===== src/rtl/clock_pulse_gen.sv =====
// Programmable square-wave generator with continuous or fixed-length burst mode,
// per-edge strobes, a completed-period counter and a done strobe.
module clock_pulse_gen #(
    parameter int WIDTH = 16
) (
    input  logic             clock,
    input  logic             reset,
    input  logic             start,
    input  logic             stop,
    input  logic             mode,
    input  logic [WIDTH-1:0] half_period,
    input  logic [WIDTH-1:0] burst_len,
    input  logic             init_level,
    output logic             pulse_out,
    output logic             busy,
    output logic             edge_tick,
    output logic             done,
    output logic [WIDTH-1:0] period_count
);

    localparam logic [WIDTH-1:0] ZERO = {WIDTH{1'b0}};
    localparam logic [WIDTH-1:0] ONE  = {{(WIDTH-1){1'b0}}, 1'b1};

    typedef enum logic [0:0] {
        IDLE = 1'b0,
        RUN  = 1'b1
    } state_t;

    state_t           state_r, state_s;
    logic [WIDTH-1:0] hp_r, hp_s;
    logic [WIDTH-1:0] bl_r, bl_s;
    logic             mode_r, mode_s;
    logic [WIDTH-1:0] cnt_r, cnt_s;
    logic             phase_r, phase_s;
    logic             pulse_s, busy_s, edge_s, done_s;
    logic [WIDTH-1:0] pc_s;
    logic             expiry_s, period_end_s, burst_end_s;

    // Half-period expiry; a period completes on the second toggle (phase_r set).
    always_comb begin
        expiry_s     = (cnt_r == (hp_r - ONE));
        period_end_s = expiry_s & phase_r;
        burst_end_s  = period_end_s & mode_r & (period_count == (bl_r - ONE));
    end

    // Next-state and next-output logic; stop outranks burst completion, which outranks toggle.
    always_comb begin
        state_s = state_r;
        hp_s    = hp_r;
        bl_s    = bl_r;
        mode_s  = mode_r;
        cnt_s   = cnt_r;
        phase_s = phase_r;
        pulse_s = pulse_out;
        busy_s  = busy;
        edge_s  = 1'b0;
        done_s  = 1'b0;
        pc_s    = period_count;
        case (state_r)
            IDLE: begin
                pulse_s = 1'b0;
                busy_s  = 1'b0;
                if (start) begin
                    state_s = RUN;
                    hp_s    = (half_period == ZERO) ? ONE : half_period;
                    bl_s    = (burst_len == ZERO) ? ONE : burst_len;
                    mode_s  = mode;
                    pulse_s = init_level;
                    busy_s  = 1'b1;
                    cnt_s   = ZERO;
                    phase_s = 1'b0;
                    pc_s    = ZERO;
                end else begin
                    state_s = IDLE;
                end
            end
            RUN: begin
                if (stop) begin
                    state_s = IDLE;
                    pulse_s = 1'b0;
                    busy_s  = 1'b0;
                    done_s  = 1'b1;
                    cnt_s   = ZERO;
                    phase_s = 1'b0;
                end else if (burst_end_s) begin
                    state_s = IDLE;
                    pulse_s = 1'b0;
                    busy_s  = 1'b0;
                    done_s  = 1'b1;
                    edge_s  = 1'b1;
                    cnt_s   = ZERO;
                    phase_s = 1'b0;
                    pc_s    = bl_r;
                end else if (expiry_s) begin
                    cnt_s   = ZERO;
                    pulse_s = ~pulse_out;
                    edge_s  = 1'b1;
                    phase_s = ~phase_r;
                    if (phase_r) begin
                        pc_s = period_count + ONE;
                    end else begin
                        pc_s = period_count;
                    end
                end else begin
                    cnt_s = cnt_r + ONE;
                end
            end
            default: begin
                state_s = IDLE;
                pulse_s = 1'b0;
                busy_s  = 1'b0;
            end
        endcase
    end

    // State, shadow and output registers with synchronous reset.
    always_ff @(posedge clock) begin
        if (reset) begin
            state_r      <= IDLE;
            hp_r         <= ONE;
            bl_r         <= ONE;
            mode_r       <= 1'b0;
            cnt_r        <= ZERO;
            phase_r      <= 1'b0;
            pulse_out    <= 1'b0;
            busy         <= 1'b0;
            edge_tick    <= 1'b0;
            done         <= 1'b0;
            period_count <= ZERO;
        end else begin
            state_r      <= state_s;
            hp_r         <= hp_s;
            bl_r         <= bl_s;
            mode_r       <= mode_s;
            cnt_r        <= cnt_s;
            phase_r      <= phase_s;
            pulse_out    <= pulse_s;
            busy         <= busy_s;
            edge_tick    <= edge_s;
            done         <= done_s;
            period_count <= pc_s;
        end
    end

endmodule


===== config.mk =====
export PLATFORM = sky130hd
export DESIGN_NAME = clock_pulse_gen
export DESIGN_NICKNAME = d
export VERILOG_FILES = /design/src/rtl/clock_pulse_gen.sv
export SDC_FILE = /design/constraint.sdc
export NUM_CORES = 1
export LEC_CHECK = 0
export BUFFER_PORTS_ARGS = -buffer_cell sky130_fd_sc_hd__buf_2
export CORE_UTILIZATION = 63
export DETAILED_ROUTE_END_ITERATION = 10
export GPL_TIMING_DRIVEN = 0
export PLACE_DENSITY = 0.93
export SKIP_LAST_GASP = 1
export SLEW_MARGIN = 10
export SYNTH_ARGS = -nofsm -noshare
export SYNTH_HDL_FRONTEND = slang
export SYNTH_SLANG_ARGS = --single-unit
export TNS_END_PERCENT = 30

===== constraint.sdc =====
create_clock -name clock -period 5.5 [get_ports clock]
set_clock_uncertainty 0.15 [all_clocks]
set_input_delay 1.1 -clock clock [delete_from_list [all_inputs] [get_ports clock]]
set_output_delay 1.1 -clock clock [all_outputs]
set_load 0.01 [all_outputs]

**After elaboration in Yosys (flattened, before gate mapping)**

Cells that the tools add are included.

- Logic and storage cells: 69
- Memory bits (writable): 0
- Register bits after elaboration: 71
- Input bits: 38
- Bits in read-only memories: 0
- Bits in latches: 0
- Memories kept: 0

- $add $sub $neg: 4
- Equality and inequality tests: 8
- $mul: 0
- Shift operators: 0
- Multiplexer cells: 33
- Divide/modulo/power cells: 0
- $lt $le $gt $ge: 0
- Reductions and logical operators: 7
- Bitwise logic cells: 6

Operators with widths:

| kind | number |
|---|---|
| $mux 16 | 10 |
| $pmux 16 s2 | 2 |
| $add 16x1->16 const B | 2 |
| $eq 16x16->1 | 2 |
| $logic_not 16->1 | 2 |
| $sub 16x1->16 const B | 2 |
| $mux 1 | 17 |
| $pmux 1 s2 | 4 |
| $ne 3x1->1 const B | 2 |
| $ne 2x2->1 const B | 2 |
| $ne 4x2->1 const B | 1 |
| $reduce_and 2->1 | 2 |
| $reduce_and 4->1 | 1 |
| $and 1x1->1 | 3 |
| $ne 3x2->1 const B | 1 |
| $not 1->1 | 3 |
| $reduce_or 3->1 | 1 |
| $reduce_or 2->1 | 1 |

**Longest topological paths before layout**

- Depth after elaboration: 8
- Depth in mapped cells: 13
- Mapped depth without buffers: 10

**Worst setup path before layout**

OpenSTA, ideal clock, no wires.

- Path type: reg2reg
- From: reg bl_r[0]
- To: reg period_count[1]
- Buffers on the path: 1
- Path slack: 2327 ps
- Library setup time: 132 ps
- Data arrival time: 2891 ps
- Stages on the path, launching flop included: 12
- Clock period less this slack: 3173 ps
- Cell sequence: dfxtp_1 -> inv_1 -> ha_1 -> or4b_4 -> or3b_4 -> a2111oi_4 -> nand3_2 -> nor4_4 -> buf_6 -> mux2_1 -> nand2_1 -> a21oi_1

- Longest elaborated chain between the ends: 6
- Elaborated cells on any way between the ends: 9
- Classes of those cells: add/sub: 1; eq/ne: 3; mux: 3; bitwise: 1; reduce/logical: 1

RTL lines:

| element | line | RTL |
|---|---|---|
| from (decl) | 31 | `logic [WIDTH-1:0] bl_r, bl_s;` |
| from (signal assigned) | 133 | `bl_r <= bl_s;` |
| $sub 16x1->16 (*) | 43 | `burst_end_s = period_end_s & mode_r & (period_count == (bl_r - ONE));` |
| $eq 16x16->1 (*) | 43 |  |
| $and 1x1->1 (*) | 43 |  |
| $mux 16 | 85 | `end else if (burst_end_s) begin` |
| $mux 16 | 78 | `if (stop) begin` |
| $pmux 16 s2 | 59 | `case (state_r)` |
| to (signal assigned) | 141 | `period_count <= pc_s;` |
| to (decl) | 18 | `output logic [WIDTH-1:0] period_count` |

Every way passes the cells marked *; elsewhere a longest branch is shown, timed or not. The select of a mux whose other input is x is not followed.
A chain may end at the register's enable or synchronous reset.

**Final worst setup path**

- From: reg hp_r[0]
- To: reg period_count[7]

- Longest elaborated chain between the ends: 8
- Elaborated cells on any way between the ends: 11
- Classes of those cells: add/sub: 1; eq/ne: 3; mux: 3; bitwise: 3; reduce/logical: 1

RTL lines:

| element | line | RTL |
|---|---|---|
| from (decl) | 30 | `logic [WIDTH-1:0] hp_r, hp_s;` |
| from (signal assigned) | 132 | `hp_r <= hp_s;` |
| $sub 16x1->16 (*) | 41 | `expiry_s = (cnt_r == (hp_r - ONE));` |
| $eq 16x16->1 (*) | 41 |  |
| $and 1x1->1 | 42 | `period_end_s = expiry_s & phase_r;` |
| $and 1x1->1 (2 in a row) | 43 |  |
| $mux 16 | 85 |  |
| $mux 16 | 78 |  |
| $pmux 16 s2 | 59 |  |

Marks and branches as above.

==> run metrics <==
combinational fraction of design power=0.165; flip-flop cell with the highest count after synthesis=dfxtp_1; cell-by-cell listing of the critical path=inv_1, ha_1, nor2b_1, clkbuf_1, nand4_1, a2111o_1, nor3_1, nand4_1, and2_1, buf_2, a31oi_1, o21ai_1; max cap viols=0; level count of the clock H-tree=3; crit path launch=hp_r[0]; library cell appearing most often on the critical path=nand4_1; Detailed Route Iter0 Violations=374; area of the mapped netlist=4494 um2; global-route wire length before repair=21.07 mm; timing-limited maximum frequency=275.2 MHz; final slew viol count=0; worst reg-to-reg setup slack=1870 ps; number of global-route vias before repair=4490; effective utilization at floorplan=0.6579; max-slew headroom at the worst pin=0.3753; worst hold margin=327.1 ps; worst hold stages=2; final hold viol count=0; count of nets after finishing=688; chip height=86.46 um; clock latency of the later-clocked register in the worst-skew pair=360 ps; die outline area=7475 um2; post-synthesis cell type count=68; Sequential Power Share=0.461; most common cell after layout, fill and taps aside=nand2_1; Yosys Warn Count=0; Inst Count DP=731; buffers and inverters on the worst path=3; result of the run=completed; class of the tightest hold or removal check=flip-flop to flip-flop; number of DRC violations after detailed routing=0; row cnt=30; data arrival time at the worst-slack endpoint=3720 ps; Buffers on Ports=57; part of the total power dissipated in the clock network=0.373; Synth Instances=578; antenna fix cells=0; number of buffers inserted to repair setup after CTS=0; sort of element at the end of the critical path=flip-flop; mean instance size in the synthesized netlist=7.776 um2; Max clock buf depth=2; vias=4779; number of synthesized register bits=71; worst setup path class=flip-flop to flip-flop; post-cts resize count=0; category of the worst setup path launch point=flip-flop; WL/cell=17.00 um; largest driver fanout on the critical path=10; crit-path leading delay family=simple AND/OR/NAND/NOR gates; number of top-level pins=58; post-synth net total=620; slew at the pin with the worst max-slew slack=929.9 ps; Detail Route Antenna Nets=0; area overhead of the layout relative to synthesis=13.64%; Internal Pwr Total=0.8410 mW; Hold Crit Start=busy; P_sw=0.3587 mW; grt total ovfl=0; CP peak stage delay=460 ps; fraction of synthesis flops using an asynchronous set or reset pin=0; power per cell area=234.9 nW/um2; horizontal extent of the die=86.46 um; critical-path cell with the highest stage delay=nand4_1; Worst Hold Endpoint=busy; clock edge transition at the registers on the reported setup and hold paths=80 ps; vias per std cell=6.398; proportion of total power due to net switching=0.2990; detailed placer's ending HPWL=9.377 mm; Final Instance Count excl. Fillers=747; setup violators final=0; EDFF count, synth=0; quantity of hold-fixing buffers added after cts=0; CP Data Required Time=5590 ps; number of optimization iterations in the first detailed-route pass=6; fraction of the yosys area taken by sequential cells=0.3163; final RePlAce weighted congestion=0.9276; share of final-layout standard cells stronger than drive strength 1=0.1490; leading cell types in the layout, fill and taps excluded=91 x nand2_1, 71 x dfxtp_1, 62 x buf_2; final total negative setup slack=0 ps; maximum VDD drop=0.0001608 V; clock tree root driver cell=clkbuf_8; destination of the worst register-to-register timing path=period_count[7]; pin count of the biggest net entering global routing=13; worst r2r src=hp_r[0]; core box area=6832 um2; RSZ-0062 raised after global routing=false; logic depth of the worst register-to-register path=12; leakage power figure=2.058 nW; TritonCTS clock tree=yes; post-layout min period=3634 ps; Final period util=0.6607; total length of routed wires=12.70 mm; number of antenna violations at the first check in global routing=0; Worst path depth=12; Sink Count=71; aggregate global-route resource usage=0.3610; total CTS buffers=9
worst reg2reg max path, stage by stage, from the launching register on:
cell      delay, ps
dfxtp_1         360
inv_1            80
ha_1            170
nor2b_1         150
clkbuf_1        320
nand4_1         140
a2111o_1        430
nor3_1          360
nand4_1         460
and2_1          380
buf_2           210
a31oi_1         210
o21ai_1         100
cells in the mapped netlist (3+ instances only):
library cell | number | share of area
a211oi_1 | 14 | 0.023
a21o_1 | 3 | 0.0050
a21oi_1 | 45 | 0.050
a311oi_1 | 3 | 0.0058
a31o_1 | 3 | 0.0058
a31oi_1 | 10 | 0.014
a41oi_1 | 4 | 0.0078
and2_1 | 4 | 0.0056
and3_1 | 13 | 0.018
and4_1 | 4 | 0.0078
buf_2 | 5 | 0.0056
buf_6 | 3 | 0.0075
clkbuf_1 | 25 | 0.021
dfxtp_1 | 71 | 0.32
ha_1 | 4 | 0.011
inv_1 | 17 | 0.014
mux2i_1 | 13 | 0.029
nand2_1 | 91 | 0.076
nand2b_1 | 4 | 0.0056
nand3_1 | 16 | 0.018
nand3b_1 | 6 | 0.010
nand4_1 | 6 | 0.0084
nor2_1 | 31 | 0.026
nor2b_1 | 11 | 0.015
nor3_1 | 27 | 0.030
nor3b_1 | 4 | 0.0067
nor4_1 | 14 | 0.019
o211a_1 | 8 | 0.018
o211ai_1 | 12 | 0.020
o21ai_0 | 3 | 0.0033
o21ai_1 | 15 | 0.017
o31ai_1 | 3 | 0.0050
or2_2 | 4 | 0.0056
or3_1 | 8 | 0.011
xnor2_1 | 24 | 0.047
xor2_1 | 11 | 0.021
flip-flops by register name, summed over array words and instances, names as in the netlist:
| signal | flops |
|---|---|
| period_count | 16 |
| busy | 1 |
| state_r | 1 |
| edge_tick | 1 |
| done | 1 |
| hp_r | 16 |
| mode_r | 1 |
| pulse_out | 1 |
| cnt_r | 16 |
| phase_r | 1 |
| bl_r | 16 |
metal layers:
metal / GRT usage / up-vias / wire length [um]
li1: - / 2244 / -
met1: 0.4185 / 2217 / 4841
met2: 0.6255 / 255 / 6343
met3: 0.07238 / 63 / 960
met4: 0.1970 / 0 / 550
met5: 0 / - / 0
worst max path at each step:
stage	to
after global routing	period_count[3]
after floorplan	period_count[1]
after detailed placement	period_count[4]
after global placement	period_count[5]
final	period_count[7]
after CTS	period_count[9]
power by group through the flow:
stage | registers, mW | logic, mW | clock network [mW]
2_1_floorplan | 0.558 | 0.140 | 0
3_3_place_gp | 0.563 | 0.187 | 0
3_5_place_dp | 0.564 | 0.194 | 0
4_1_cts | 0.552 | 0.195 | 0.444
5_1_grt | 0.556 | 0.219 | 0.470
6_report | 0.554 | 0.198 | 0.448
logic make-up (layout without fill, tap and decap cells):
family / count (synthesis) / after routing / synth area share
xor gates and xnor gates: 35 / 35 / 0.06821
muxes: 16 / 16 / 0.03647
buffers and inverters: 53 / 126 / 0.05067
and+or+nand+nor: 256 / 256 / 0.2968
AOI/OAI and AO/OA: 142 / 142 / 0.2183
adders and majority gates: 5 / 5 / 0.01336
DFF: 71 / 71 / 0.3163
area by class of cell:
| cell class | count | area (um2) |
|---|---|---|
| multi-input combinational | 454 | 2845 |
| fill | 535 | 1724 |
| sequential | 71 | 1421 |
| timing repair buffer | 57 | 285.3 |
| buffer | 35 | 160.2 |
| clock buffer | 11 | 151.4 |
| tap | 96 | 120.1 |
| inverter | 18 | 67.56 |
| clock inverter | 5 | 56.30 |
through the flow:
step                worst slack, ps  total power, mW  utilization  instance area, um2
floorplan                      2327           0.6981            -                4494
global placement               2014           0.7502       0.7172                4900
detailed placement             1982           0.7580       0.7172                4900
CTS                            1963            1.192       0.7476                5107
global route                   1644            1.245       0.7476                5107
finish                         1866            1.200       0.7476                5107
(Power assumes the default switching activity.)
